--- config.mk ---
export PLATFORM = sky130hd
export DESIGN_NAME = serial_add_sub
export DESIGN_NICKNAME = d
export VERILOG_FILES = /design/src/rtl/serial_add_sub.sv
export SDC_FILE = /design/constraint.sdc
export NUM_CORES = 1
export LEC_CHECK = 0
export BUFFER_PORTS_ARGS = -buffer_cell sky130_fd_sc_hd__buf_2
export CAP_MARGIN = 20
export CORE_MARGIN = 5
export CORE_UTILIZATION = 50
export CTS_BUF_LIST = sky130_fd_sc_hd__clkbuf_2
export DETAILED_ROUTE_END_ITERATION = 16
export PLACE_DENSITY = 0.76
export RECOVER_POWER = 25
export SYNTH_ARGS = -nofsm -noshare
export SYNTH_HDL_FRONTEND = slang
export SYNTH_SLANG_ARGS = --single-unit
--- constraint.sdc ---
create_clock -name clk -period 1.6 [get_ports clk]
set_input_delay 0.16 -clock clk [delete_from_list [all_inputs] [get_ports clk]]
set_output_delay 0.16 -clock clk [all_outputs]
set_load 0.02 [all_outputs]
--- src/rtl/serial_add_sub.sv ---
`default_nettype none
// ============================================================================
// Module      : serial_add_sub
// Description : Bit-serial two's complement adder/subtractor. The operation
//               runs LSB first through one full-adder cell with a registered
//               carry, one bit per clock. The result, carry-out and signed
//               overflow are presented together with a one-cycle done pulse.
// Revision    : 1.0 - initial release
// ============================================================================
module serial_add_sub #(
  parameter int WIDTH = 8
) (
  input  logic             clk,
  input  logic             rst_n,
  input  logic             start,
  input  logic             sub,
  input  logic [WIDTH-1:0] a,
  input  logic [WIDTH-1:0] b,
  output logic             busy,
  output logic             done,
  output logic [WIDTH-1:0] result,
  output logic             cout,
  output logic             overflow
);

  localparam int             CNT_W    = $clog2(WIDTH);
  localparam logic [CNT_W-1:0] LAST_BIT = CNT_W'(WIDTH - 1);

  typedef enum logic [1:0] {
    IDLE = 2'd0,
    RUN  = 2'd1,
    DONE = 2'd2
  } state_t;

  state_t             state_q;
  // a_q doubles as the partial-sum shift register: operand bits leave at the
  // LSB while sum bits enter at the MSB, so after WIDTH shifts it holds the sum.
  logic [WIDTH-1:0]   a_q;
  logic [WIDTH-1:0]   b_q;
  logic               carry_q;
  logic [CNT_W-1:0]   cnt_q;
  logic               busy_q;
  logic               done_q;
  logic [WIDTH-1:0]   result_q;
  logic               cout_q;
  logic               ovf_q;

  // Single full-adder cell working on the current LSBs.
  logic               fa_sum;
  logic               fa_carry;
  logic [WIDTH-1:0]   a_d;

  assign fa_sum   = a_q[0] ^ b_q[0] ^ carry_q;
  assign fa_carry = (a_q[0] & b_q[0]) | (a_q[0] & carry_q) | (b_q[0] & carry_q);
  assign a_d      = {fa_sum, a_q[WIDTH-1:1]};

  // Control FSM and datapath; all outputs are registered here.
  always_ff @(posedge clk or negedge rst_n) begin
    if (!rst_n) begin
      state_q  <= IDLE;
      a_q      <= '0;
      b_q      <= '0;
      carry_q  <= 1'b0;
      cnt_q    <= '0;
      busy_q   <= 1'b0;
      done_q   <= 1'b0;
      result_q <= '0;
      cout_q   <= 1'b0;
      ovf_q    <= 1'b0;
    end else begin
      case (state_q)
        IDLE, DONE: begin
          done_q <= 1'b0;
          if (start) begin
            // Subtraction is A + ~B + 1: invert B and seed the carry with 1.
            a_q     <= a;
            b_q     <= sub ? ~b : b;
            carry_q <= sub;
            cnt_q   <= '0;
            busy_q  <= 1'b1;
            state_q <= RUN;
          end else begin
            busy_q  <= 1'b0;
            state_q <= IDLE;
          end
        end
        RUN: begin
          a_q     <= a_d;
          b_q     <= {1'b0, b_q[WIDTH-1:1]};
          carry_q <= fa_carry;
          cnt_q   <= cnt_q + 1'b1;
          if (cnt_q == LAST_BIT) begin
            // MSB cycle: carry_q is the carry into the MSB, fa_carry the one out.
            result_q <= a_d;
            cout_q   <= fa_carry;
            ovf_q    <= carry_q ^ fa_carry;
            busy_q   <= 1'b0;
            done_q   <= 1'b1;
            state_q  <= DONE;
          end
        end
        default: begin
          busy_q  <= 1'b0;
          done_q  <= 1'b0;
          state_q <= IDLE;
        end
      endcase
    end
  end

  assign busy     = busy_q;
  assign done     = done_q;
  assign result   = result_q;
  assign cout     = cout_q;
  assign overflow = ovf_q;

endmodule
`default_nettype wire

# [Word level (Yosys, flattened, before mapping)]
# Index checks and enable logic that the tools add are counted.
[op_classes] n_mux=17 n_eq_ne=5 n_bitwise=9 n_reduce_logical=5 add_sub_neg=1
[ops] cell="case mux 8 bit (2 select lines)" count=2
[ops] cell="two-way mux 8 bit" count=3
[ops] cell="inverter 8 bit" count=1
[ops] cell="two-way mux 1 bit" count=6
[ops] cell="case mux 3 bit (2 select lines)" count=1
[ops] cell="!= test 2 bit (second input constant)" count=2
[ops] cell="case mux 1 bit (2 select lines)" count=2
[ops] cell="case mux 2 bit (2 select lines)" count=1
[ops] cell="AND reduction 2 bit" count=2
[ops] cell="adder 3 x 1 -> 3 bit (second input constant)" count=1
[ops] cell="bitwise AND 1 bit" count=3
[ops] cell="equality test 3 bit (second input constant)" count=1
[ops] cell="two-way mux 3 bit" count=1
[ops] cell="bitwise XOR 1 bit" count=3
[ops] cell="equality test 2 x 1 -> 1 bit (second input constant)" count=1
[ops] cell="equality test 2 bit (second input constant)" count=1
[ops] cell="logical NOT 2 bit" count=1
[ops] cell="two-way mux 2 bit" count=1
[ops] cell="OR 1 bit" count=2
[ops] cell="nonzero test 2 bit" count=1
[ops] cell="OR reduction 2 bit" count=1
[totals] regBits=34 word_cells=47 in_bits=20 out_inout_bits=12

# [Logic depth before layout (Yosys ltp)]
# Gate-level depths: netlist (run 1).
[depth] ltp_word=4 depth_mapped=6 mapped_depth_nobuf=5

# [Worst setup path before layout (run 1)]
# OpenSTA, ideal clock, no wires.
[synth_timing] path_kind="register to register" from="register cnt_q[0]" to="register cout_q (netlist: cout)" path_buffers=1 t_arrival_ns=1.407 synth_period_minus_slack_ns=1.532 setup_time_ns=0.125 setup_slack_ns=0.068 path_stages_with_launch=6 required_ns=1.475 cell_sequence="dfrtp_1 > ha_1 > ha_1 > nand3b_1 > buf_2 > mux2_2"
[synth_between] elab_chain_cells=2
[synth_lines] item="start, declared" line_no="41" rtl="logic [CNT_W-1:0] cnt_q;"
[synth_lines] item="start signal, assigned" line_no="91" rtl="cnt_q <= cnt_q + 1'b1;"
[synth_lines] item="equality test 3 bit" line_no="92" rtl="if (cnt_q == LAST_BIT) begin"
[synth_lines] item="AND reduction 2 bit (no source line)"
[synth_lines] item="end signal, assigned" line_no="95" rtl="cout_q <= fa_carry;"
[synth_lines] item="end, declared" line_no="45" rtl="logic cout_q;"
# No other way between the ends.
# A chain may end at the register's enable or synchronous reset.

# [Worst setup path after layout (run 1)]
[layout_timing] from="register cnt_q[0]" to="register result_q[3] (netlist: result[3])"
[layout_between] elab_chain_cells=2
[layout_lines] item="equality test 3 bit" line_no="92"
[layout_lines] item="AND reduction 2 bit (no source line)"
[layout_lines] item="end signal, assigned" line_no="67" rtl="result_q <= '0;"
[layout_lines] item="end signal, assigned" line_no="94" rtl="result_q <= a_d;"
[layout_lines] item="end, declared" line_no="44" rtl="logic [WIDTH-1:0] result_q;"
# No other way between the ends.

==> results of run 1 <==
## Yosys cell counts (all sizes together)
master | number | area [µm²]
nand2 | 2 | 7.51
nor2 | 8 | 30.0
a21o | 9 | 67.6
o21ai | 2 | 10.0
a221o | 7 | 70.1
ha | 2 | 25.0
fa | 1 | 20.0
nor2b | 1 | 6.26
buf | 7 | 35.0
mux2 | 10 | 113
nand3b | 2 | 15.0
clkbuf | 1 | 3.75
and2b | 1 | 7.51
nand2b | 1 | 6.26
a22o | 12 | 105
inv | 2 | 7.51
xor2 | 1 | 8.76
dfrtp | 33 | 826
xnor2 | 8 | 70.1
## power by group through the flow
stage	clock network (mW)	logic (mW)	registers, mW
after floorplan	0	0.996	1.62
after global placement	0	1.55	1.50
after detailed placement	0	1.62	1.51
after CTS	0.362	1.62	1.49
after global routing	0.394	1.76	1.54
final	0.351	1.59	1.48
## worst max-delay path, delay by kind of cell (launching register included)
family	cells	cell delay (ns)
fa+ha+maj	2	0.40
buf+inv	1	0.16
flops	1	0.41
mux	1	0.34
simple gates	1	0.11
## state kept, by name, indices dropped and copies added, names as in the netlist
name and count:
state_q 2, overflow 1, busy 1, result 8, cout 1, b_q 8, carry_q 1, a_q 8
cnt_q 3
## cell type report
cell class                      count  area (µm²)  area share (%)
Clock buffer                        6        30.0            1.78
Clock inverter                      1        3.75           0.223
Inverter                            2        7.51           0.445
Multi-Input combinational cell     67         562            33.3
Sequential cell                    33         826            49.0
Tap cell                           31        38.8            2.30
Timing Repair Buffer               39         218            12.9
## worst max path at each step
stage / to / slack, ns / depth (start not counted)
after detailed placement: result[3] / 0.09 / 5
after CTS: result[1] / 0.08 / 5
after floorplan: cout / 0.07 / 5
after global placement: result[2] / 0.13 / 5
after global routing: result[2] / 0.02 / 5
final: result[3] / 0.09 / 5
## routing by layer
metal,GRT usage [%],vias up,wire length [µm]
met5,0,-,0
met3,5.33,7,164
li1,-,471,-
met2,23.5,27,1310
met1,18.7,488,1170
met4,7.79,0,55
## metrics by stage
step | total power [mW] | setup slack (ns) | std cells | util (%)
after global placement | 3.04 | 0.135 | 171 | 59.5
after detailed placement | 3.13 | 0.0879 | 171 | 59.5
after global routing | 3.69 | 0.0177 | 179 | 61.1
after CTS | 3.48 | 0.0775 | 179 | 61.1
final | 3.42 | 0.0870 | 179 | 61.1
after floorplan | 2.62 | 0.0680 | 110 | -
## cell families (layout without fill, tap and decap cells)
| kind of cell | after synthesis | count (layout) |
|---|---|---|
| DFF | 33 | 33 |
| xor gates and xnor gates | 9 | 9 |
| and+or+nand+nor | 15 | 15 |
| AOI/OAI and AO/OA | 30 | 30 |
| muxes | 10 | 10 |
| buffers and inverters | 10 | 48 |
| adders and majority gates | 3 | 3 |
==> out/qor.csv, run 1 <==
stage,metric,value,unit
run_status,outcome,"complete, no violations",
finish,Area Growth Syn to Fin,17.5,%
clock_network,"Setup Fix Bufs, Post-CTS",0,
sta,RSZ-0062 raised after global routing,false,
min_path,Hold Crit Start,a[7],
pwr,internal cell power,2.16,mW
synthesis,syn_area_per_cell,13.0,µm²
synthesis,Synth Area in Adders,3.14,%
min_path,hold endpoint,a_q[7],
clock_network,CTS max path bufs,2,
sta,Sum Neg Setup Slack,0,ns
worst_setup_path,crit-path max FO,6,
clock_network,Clk Tree Root Cell,clkbuf_2,
flow_run,max cap viols,0,
clock_network,Num CTS Buffers,5,
worst_setup_path,kind of critical path,flop to flop,
clock_network,CTS Hold Bufs,1,
pwr,switch share,37.0,%
drt,WL/cell,15.1,µm
die,die width,63.6,µm
global_route,Overflow after GRT,0,
pwr,Clock Power Share,10.3,%
global_route,vias in the first global route,1025,
finish,fin nets,171,
clock_network,# clock sinks,33,
worst_setup_path,r2r setup slk,0.09,ns
drt,Antenna Nets Post-Route,0,
sta,final worst path period share,94.6,%
synthesis,mux contribution to synthesized area,7.85,%
worst_setup_path,Critical Path RT,1.85,ns
pwr,Comb power frac,46.4,%
die,IO Count,32,
die,die area,0.00404,mm²
sta,relative slew slack,48.4,%
sta,Final Hold Vio Count,0,
synthesis,largest family of logic cells by synthesized area,compound AO/OA/AOI/OAI gates,
finish,most frequent cells in the layout,"dfrtp_1 (33), buf_2 (30), a22o_1 (12), mux2_2 (10), a21o_1 (9)",
drt,Routed WL,2700,µm
worst_setup_path,FF-to-FF Start,cnt_q[0],
place,Placer Congestion,0.747,
synthesis,Post-Synth Simple-Gate Area,5.06,%
min_path,type of the worst min-delay path,input pin to flop,
synthesis,warnings from Yosys,0,
finish,FILL cells,232,
global_route,global-route wire length before repair,4770,µm
worst_setup_path,worst-path cell chain,"ha_1, ha_1, nand3b_1, buf_4, mux2_2",
clock_network,post-CTS sizing,0,
synthesis,"FF+latch count, synth",33,
synthesis,Post-Syn Area,0.00143,mm²
drt,Via Count,993,
synthesis,number of distinct library cells after synthesis,19,
worst_setup_path,crit end category,flop,
drt,drt pass-1 iters,4,
place,area post-placement,0.00164,mm²
synthesis,Post-Synth XOR/XNOR Area,5.50,%
sta,WHS,0.0884,ns
finish,antenna cells,0,
pwr,PD cells,2030,mW/mm²
drt,drt via density,5.55,
worst_setup_path,most frequent CP cell,ha_1,
pwr,peak supply drop,0.00165,V
place,HPWL after detailed placement,2040,µm
die,Die Ht,63.6,µm
min_path,hold path cells,3,
drt,Iter 0 DRT Violations,49,
sta,Tmin final,1.51,ns
drt,DRC errors left,0,
global_route,largest net degree at the start of global routing,34,
sta,slew of the pin with the lowest slew margin,0.774,ns
die,Rows,19,
worst_setup_path,R2R depth,5,
finish,share of layout cells above drive strength 1,36.5,%
pwr,Reg power frac,43.3,%
synthesis,"Seq/Total Area, Yosys",57.6,%
clock_network,"Clk Latency, worst-skew pair",0.35,ns
clock_network,TritonCTS clock tree,built,
die,Initial Util,52.0,%
synthesis,Mapped Nets,133,
synthesis,Synth Area in Compound Gates,17.6,%
die,core box area,0.00276,mm²
global_route,initial antenna violation count,0,
pwr,P_sw,1.27,mW
sta,clk_skew,0.00481,ns
place,IO buf count,31,
global_route,GRT Util Overall,15.2,%
worst_setup_path,Critical Path Start,cnt_q[0],
worst_setup_path,"Slowest-stage cell, CP",dfrtp_1,
sta,Max Slew Vio Count,0,
finish,Finished Cell Area,0.00169,mm²
worst_setup_path,crit path DAT,1.77,ns
pwr,leakage,0.875,nW
worst_setup_path,peak per-stage delay on the critical path,0.41,ns
sta,maximum clock rate,661,MHz
worst_setup_path,Reg-to-Reg End,result[3],
clock_network,H-Tree Depth,2,
sta,final setup fails,0,
finish,"commonest non-fill, non-tap cell in the layout",dfrtp_1,
clock_network,Worst-path clk slew,0.15,ns
worst_setup_path,Worst setup SP type,flop,
synthesis,Synth Instances,110,
(Power assumes the default switching activity.)
==> run 2: changes to the inputs <==
--- a/constraint.sdc
+++ b/constraint.sdc
@@ -3,2 +3,2 @@
 set_output_delay 0.16 -clock clk [all_outputs]
-set_load 0.02 [all_outputs]
+set_load 0.1 [all_outputs]
==> run 2 against run 1 <==
First-iteration DRC count increased by 4.1%. Sequential share of layout area decreased by 0.18 points. Flip-flop and latch count unchanged. Clock-buffer cell count unchanged.
==> out/qor.csv, run 2 (same netlist as run 1, synthesis figures left out) <==
stage,metric,value,unit,change
run_status,outcome,"complete, no violations",,unchanged
place,HPWL after detailed placement,1920,µm,was 2040 µm
die,Die Ht,63.6,µm,unchanged
sta,Max Slew Vio Count,0,,unchanged
flow_run,max cap viols,0,,unchanged
die,core box area,0.00276,mm²,unchanged
clock_network,"Clk Latency, worst-skew pair",0.35,ns,about the same
clock_network,CTS max path bufs,2,,unchanged
sta,clk_skew,0.0160,ns,was 0.00481 ns
drt,drt via density,5.56,,was 5.55
worst_setup_path,crit end category,flop,,unchanged
finish,fin nets,170,,was 171
global_route,GRT Util Overall,14.4,%,was 15.2%
clock_network,Num CTS Buffers,5,,unchanged
clock_network,Clk Tree Root Cell,clkbuf_2,,unchanged
drt,Antenna Nets Post-Route,0,,unchanged
sta,slew of the pin with the lowest slew margin,0.786,ns,was 0.774 ns
place,IO buf count,31,,unchanged
sta,final setup fails,0,,unchanged
global_route,Overflow after GRT,0,,unchanged
drt,WL/cell,15.0,µm,was 15.1 µm
sta,final worst path period share,94.1,%,was 94.6%
sta,relative slew slack,47.6,%,was 48.4%
die,IO Count,32,,unchanged
sta,Tmin final,1.51,ns,about the same
sta,Final Hold Vio Count,0,,unchanged
worst_setup_path,Worst setup SP type,flop,,unchanged
sta,final worst slack,0.0946,ns,was 0.0870 ns
worst_setup_path,crit-path max FO,12,,was 6
clock_network,TritonCTS clock tree,built,,unchanged
drt,drt pass-1 iters,4,,unchanged
worst_setup_path,peak per-stage delay on the critical path,0.41,ns,about the same
global_route,largest net degree at the start of global routing,34,,unchanged
global_route,initial antenna violation count,0,,unchanged
die,Initial Util,52.0,%,unchanged
finish,Area Growth Syn to Fin,18.1,%,was 17.5%
worst_setup_path,Critical Path RT,1.85,ns,about the same
clock_network,Worst-path clk slew,0.15,ns,about the same
finish,"commonest non-fill, non-tap cell in the layout",dfrtp_1,,unchanged
worst_setup_path,"Slowest-stage cell, CP",dfrtp_1,,unchanged
global_route,global-route wire length before repair,4570,µm,was 4770 µm
finish,most frequent cells in the layout,"dfrtp_1 (32), buf_2 (30), a22o_1 (12), mux2_2 (10), a21o_1 (9)",,"was dfrtp_1 (33), buf_2 (30), a22o_1 (12), mux2_2 (10), a21o_1 (9)"
finish,Finished Cell Area,0.00169,mm²,about the same
place,pre-CTS WS,-0.00181,ns,was 0.0879 ns
worst_setup_path,Critical Path Start,cnt_q[0],,unchanged
worst_setup_path,FF-to-FF Start,cnt_q[0],,unchanged
clock_network,# clock sinks,33,,unchanged
global_route,vias in the first global route,990,,was 1025
worst_setup_path,crit path DAT,1.75,ns,was 1.77 ns
finish,share of layout cells above drive strength 1,37.4,%,was 36.5%
finish,fin util,61.4,%,was 61.1%
min_path,type of the worst min-delay path,input pin to flop,,unchanged
min_path,Hold Crit Start,a[5],,was a[7]
sta,RSZ-0062 raised after global routing,false,,unchanged
drt,Iter 0 DRT Violations,51,,was 49
finish,FILL cells,230,,was 232
finish,antenna cells,0,,unchanged
die,die area,0.00404,mm²,unchanged
drt,Routed WL,2680,µm,was 2700 µm
drt,DRC errors left,0,,unchanged
place,Placer Congestion,0.743,,was 0.747
finish,Finished Layout Cells,178,,was 179
place,# placed instances,169,,was 171
place,area post-placement,0.00164,mm²,about the same
worst_setup_path,kind of critical path,flop to flop,,unchanged
die,die width,63.6,µm,unchanged
drt,Via Count,990,,was 993
die,Rows,19,,unchanged
worst_setup_path,most frequent CP cell,ha_1,,unchanged
worst_setup_path,worst-path cell chain,"ha_1, ha_1, nand3b_1, buf_12, mux2_2",,"was ha_1, ha_1, nand3b_1, buf_4, mux2_2"
sta,maximum clock rate,664,MHz,was 661 MHz
clock_network,H-Tree Depth,2,,unchanged
==> run 2: cell count changes in the layout (fill, tap and decap cells not counted), sizes merged <==
| cell | change |
|---|---|
| buf | -1 |
==> run 2: worst paths after layout <==
path / to / slack [ns] / cells after the start
setup reg to reg: result[0] / 0.09 / 5
max in group asynchronous: state_q[1] / 0.63 / 2
hold reg to reg: overflow / 0.50 / 2
setup / recovery: result[0] / 0.09 / 5
hold / removal: a_q[5] / 0.1 / 3
min in group asynchronous: result[6] / 0.40 / 2
==> run 2: per-layer routing <==
metal | up-vias | share of wire (%) | global-route usage [%]
met5 | - | 0 | 0
met4 | 0 | 1.6 | 5.45
met3 | 6 | 8.0 | 6.22
met2 | 34 | 47 | 22.1
met1 | 483 | 43 | 17.8
li1 | 467 | - | -
==> run 2: area by class of cell <==
cell class,count,area (µm²),area share (%)
Clock buffer,6,30.0,1.77
Clock inverter,1,3.75,0.222
Inverter,2,7.51,0.443
Multi-Input combinational cell,67,564,33.3
Sequential cell,33,827,48.8
Tap cell,31,38.8,2.29
Timing Repair Buffer,38,223,13.1
==> run 2: worst max-delay path: cells and delay by family, from the launching register on <==
| kind | cells | cell delay (ns) |
|---|---|---|
| flops | 1 | 0.41 |
| buf+inv | 1 | 0.15 |
| simple gates | 1 | 0.13 |
| mux | 1 | 0.33 |
| fa+ha+maj | 2 | 0.40 |
==> run 2: timing repair <==
action	4_1_cts	5_1_grt
endpoints found under the setup margin	9	1
hold buffers	1	0
hold endpoints to repair	33	0
resized for setup	1	0
cloned	0	0
setup buffers	0	1
==> run 2: stage by stage <==
| step | TNS, ns | hold WS, ns |
|---|---|---|
| 6_report | 0 | 0.0996 |
| 5_1_grt | 0 | 0.0639 |
| 4_1_cts | 0 | 0.0711 |
| 3_5_place_dp | -0.00192 | 0.247 |
| 3_3_place_gp | 0 | 0.242 |
| 2_1_floorplan | 0 | -0.136 |
Power of run 2 is left out: the tool's default activity adds up to more than one toggle a clock period on the data nets, which glitch-free logic cannot reach.
==> run 3: changes to the inputs <==
Settings changed: GPL_TIMING_DRIVEN from default to 0.
==> run 3 against run 2 <==
Utilization is 0.59 points higher. Non-clock buffer count grew 5. Cell area up 0.96%. Flip-flop and latch count stayed put. Die area is the same. Maximum frequency fell by 2.8%. Via count increased by 1.6%. Register-to-register slack worse by 0.04 ns.
==> out/qor.csv, run 3 (same netlist as run 1, synthesis figures left out) <==
stage,metric,value,unit,change
run_status,outcome,"complete, no violations",,unchanged
finish,Area Growth Syn to Fin,19.3,%,was 18.1%
worst_setup_path,crit end category,flop,,unchanged
clock_network,# clock sinks,33,,unchanged
finish,Finished Cell Area,0.00171,mm²,was 0.00169 mm²
drt,DRC errors left,0,,unchanged
worst_setup_path,Critical Path RT,1.88,ns,was 1.85 ns
worst_setup_path,Reg-to-Reg End,result[6],,was result[0]
drt,drt via density,5.47,,was 5.56
global_route,GRT Util Overall,14.4,%,about the same
die,die area,0.00404,mm²,unchanged
flow_run,max cap viols,0,,unchanged
worst_setup_path,r2r setup slk,0.05,ns,was 0.09 ns
sta,final worst path period share,96.8,%,was 94.1%
sta,Sum Neg Setup Slack,0,ns,unchanged
sta,Final Hold Vio Count,0,,unchanged
min_path,type of the worst min-delay path,input pin to flop,,unchanged
place,IO buf count,30,,was 31
drt,drt pass-1 iters,4,,unchanged
sta,Max Slew Vio Count,0,,unchanged
sta,relative slew slack,47.3,%,was 47.6%
finish,"commonest non-fill, non-tap cell in the layout",buf_2,,was dfrtp_1
die,Rows,19,,unchanged
drt,Iter 0 DRT Violations,32,,was 51
worst_setup_path,crit-path max FO,4,,was 12
min_path,hold path cells,3,,unchanged
min_path,hold endpoint,a_q[6],,was a_q[5]
global_route,largest net degree at the start of global routing,34,,unchanged
finish,share of layout cells above drive strength 1,38.6,%,was 37.4%
sta,maximum clock rate,646,MHz,was 664 MHz
drt,Routed WL,2710,µm,was 2680 µm
worst_setup_path,crit path DAT,1.83,ns,was 1.75 ns
drt,Via Count,1006,,was 990
global_route,initial antenna violation count,0,,unchanged
drt,Antenna Nets Post-Route,0,,unchanged
place,area post-placement,0.00162,mm²,was 0.00164 mm²
sta,final setup fails,0,,unchanged
sta,slew of the pin with the lowest slew margin,0.790,ns,was 0.786 ns
clock_network,Worst-path clk slew,0.17,ns,was 0.15 ns
place,HPWL after detailed placement,1870,µm,was 1920 µm
global_route,vias in the first global route,1009,,was 990
place,Placer Congestion,0.810,,was 0.743
sta,Tmin final,1.55,ns,was 1.51 ns
die,Initial Util,52.0,%,unchanged
worst_setup_path,R2R depth,5,,unchanged
die,die width,63.6,µm,unchanged
die,Die Ht,63.6,µm,unchanged
clock_network,CTS max path bufs,2,,unchanged
finish,most frequent cells in the layout,"buf_2 (35), dfrtp_1 (32), a22o_1 (12), mux2_2 (10), a21o_1 (9)",,"was dfrtp_1 (32), buf_2 (30), a22o_1 (12), mux2_2 (10), a21o_1 (9)"
finish,antenna cells,0,,unchanged
drt,WL/cell,14.7,µm,was 15.0 µm
die,IO Count,32,,unchanged
finish,fin nets,175,,was 170
worst_setup_path,kind of critical path,flop to flop,,unchanged
worst_setup_path,Worst setup SP type,flop,,unchanged
global_route,global-route wire length before repair,4540,µm,was 4570 µm
worst_setup_path,FF-to-FF Start,cnt_q[0],,unchanged
die,core box area,0.00276,mm²,unchanged
sta,clk_skew,0.0109,ns,was 0.0160 ns
clock_network,H-Tree Depth,2,,unchanged
min_path,Hold Crit Start,a[6],,was a[5]
global_route,Overflow after GRT,0,,unchanged
clock_network,Num CTS Buffers,5,,unchanged
clock_network,Clk Tree Root Cell,clkbuf_2,,unchanged
clock_network,"Clk Latency, worst-skew pair",0.37,ns,was 0.35 ns
clock_network,TritonCTS clock tree,built,,unchanged
==> run 3: changes by cell type in the layout (fill, tap and decap cells not counted), sizes merged <==
cell / previous run / this run
buf: 36 / 40
clkinv: 1 / 3
==> run 3: metrics by stage <==
step | hold slack, ns | instances | setup slack (ns) | utilization, %
after floorplan | -0.136 | 110 | 0.0326 | -
after global placement | 0.241 | 171 | -0.0678 | 58.9
after detailed placement | 0.254 | 171 | -0.0921 | 58.9
after CTS | 0.0634 | 181 | 0.0460 | 61.1
after global routing | 0.0691 | 184 | -0.000737 | 62.0
final | 0.0760 | 184 | 0.0516 | 62.0
==> run 3: timing repair <==
action / in CTS / in global routing
gates resized for setup: 2 / 2
pin swaps: 1 / 0
endpoints found under the setup margin: 7 / 7
cloned: 0 / 1
setup buffers: 1 / 2
endpoints found under the hold margin: 33 / 0
hold buffers: 1 / 0
==> run 3: worst max-delay path by stage <==
| stage | from | end | slack [ns] | cells after the start |
|---|---|---|---|---|
| after floorplan | state_q[1] | carry_q | 0.03 | 4 |
| after global routing | cnt_q[0] | result[6] | -0.0007 | 5 |
| after CTS | cnt_q[0] | result[3] | 0.05 | 5 |
| after global placement | cnt_q[0] | result[2] | -0.07 | 5 |
| final | cnt_q[0] | result[6] | 0.05 | 5 |
| after detailed placement | cnt_q[0] | result[3] | -0.09 | 5 |
==> run 3: routing by layer <==
layer / up-vias / routed length, µm / global-route usage [%] / share of wire, %
met4: 0 / 56 / 6.23 / 2.1
li1: 480 / - / - / -
met5: - / 0 / 0 / 0
met2: 29 / 1270 / 21.4 / 47
met3: 7 / 191 / 6.04 / 7.0
met1: 490 / 1200 / 18.2 / 44
==> run 3: layout make-up <==
cell class,count,area (µm²)
sequential,33,827
clock buffer,5,25.0
timing repair buffer,35,190
tap,31,38.8
buffer,8,45.0
multi-input combinational,67,564
fill,236,1050
inverter,2,7.51
clock inverter,3,12.5
==> run 3: worst max-delay path, cell delays in order, from the launching register on <==
cell,delay (ns)
dfrtp_1,0.42
ha_1,0.21
ha_2,0.19
nand3b_1,0.16
buf_4,0.17
mux2_2,0.32
Power of run 3 is left out for the same reason.
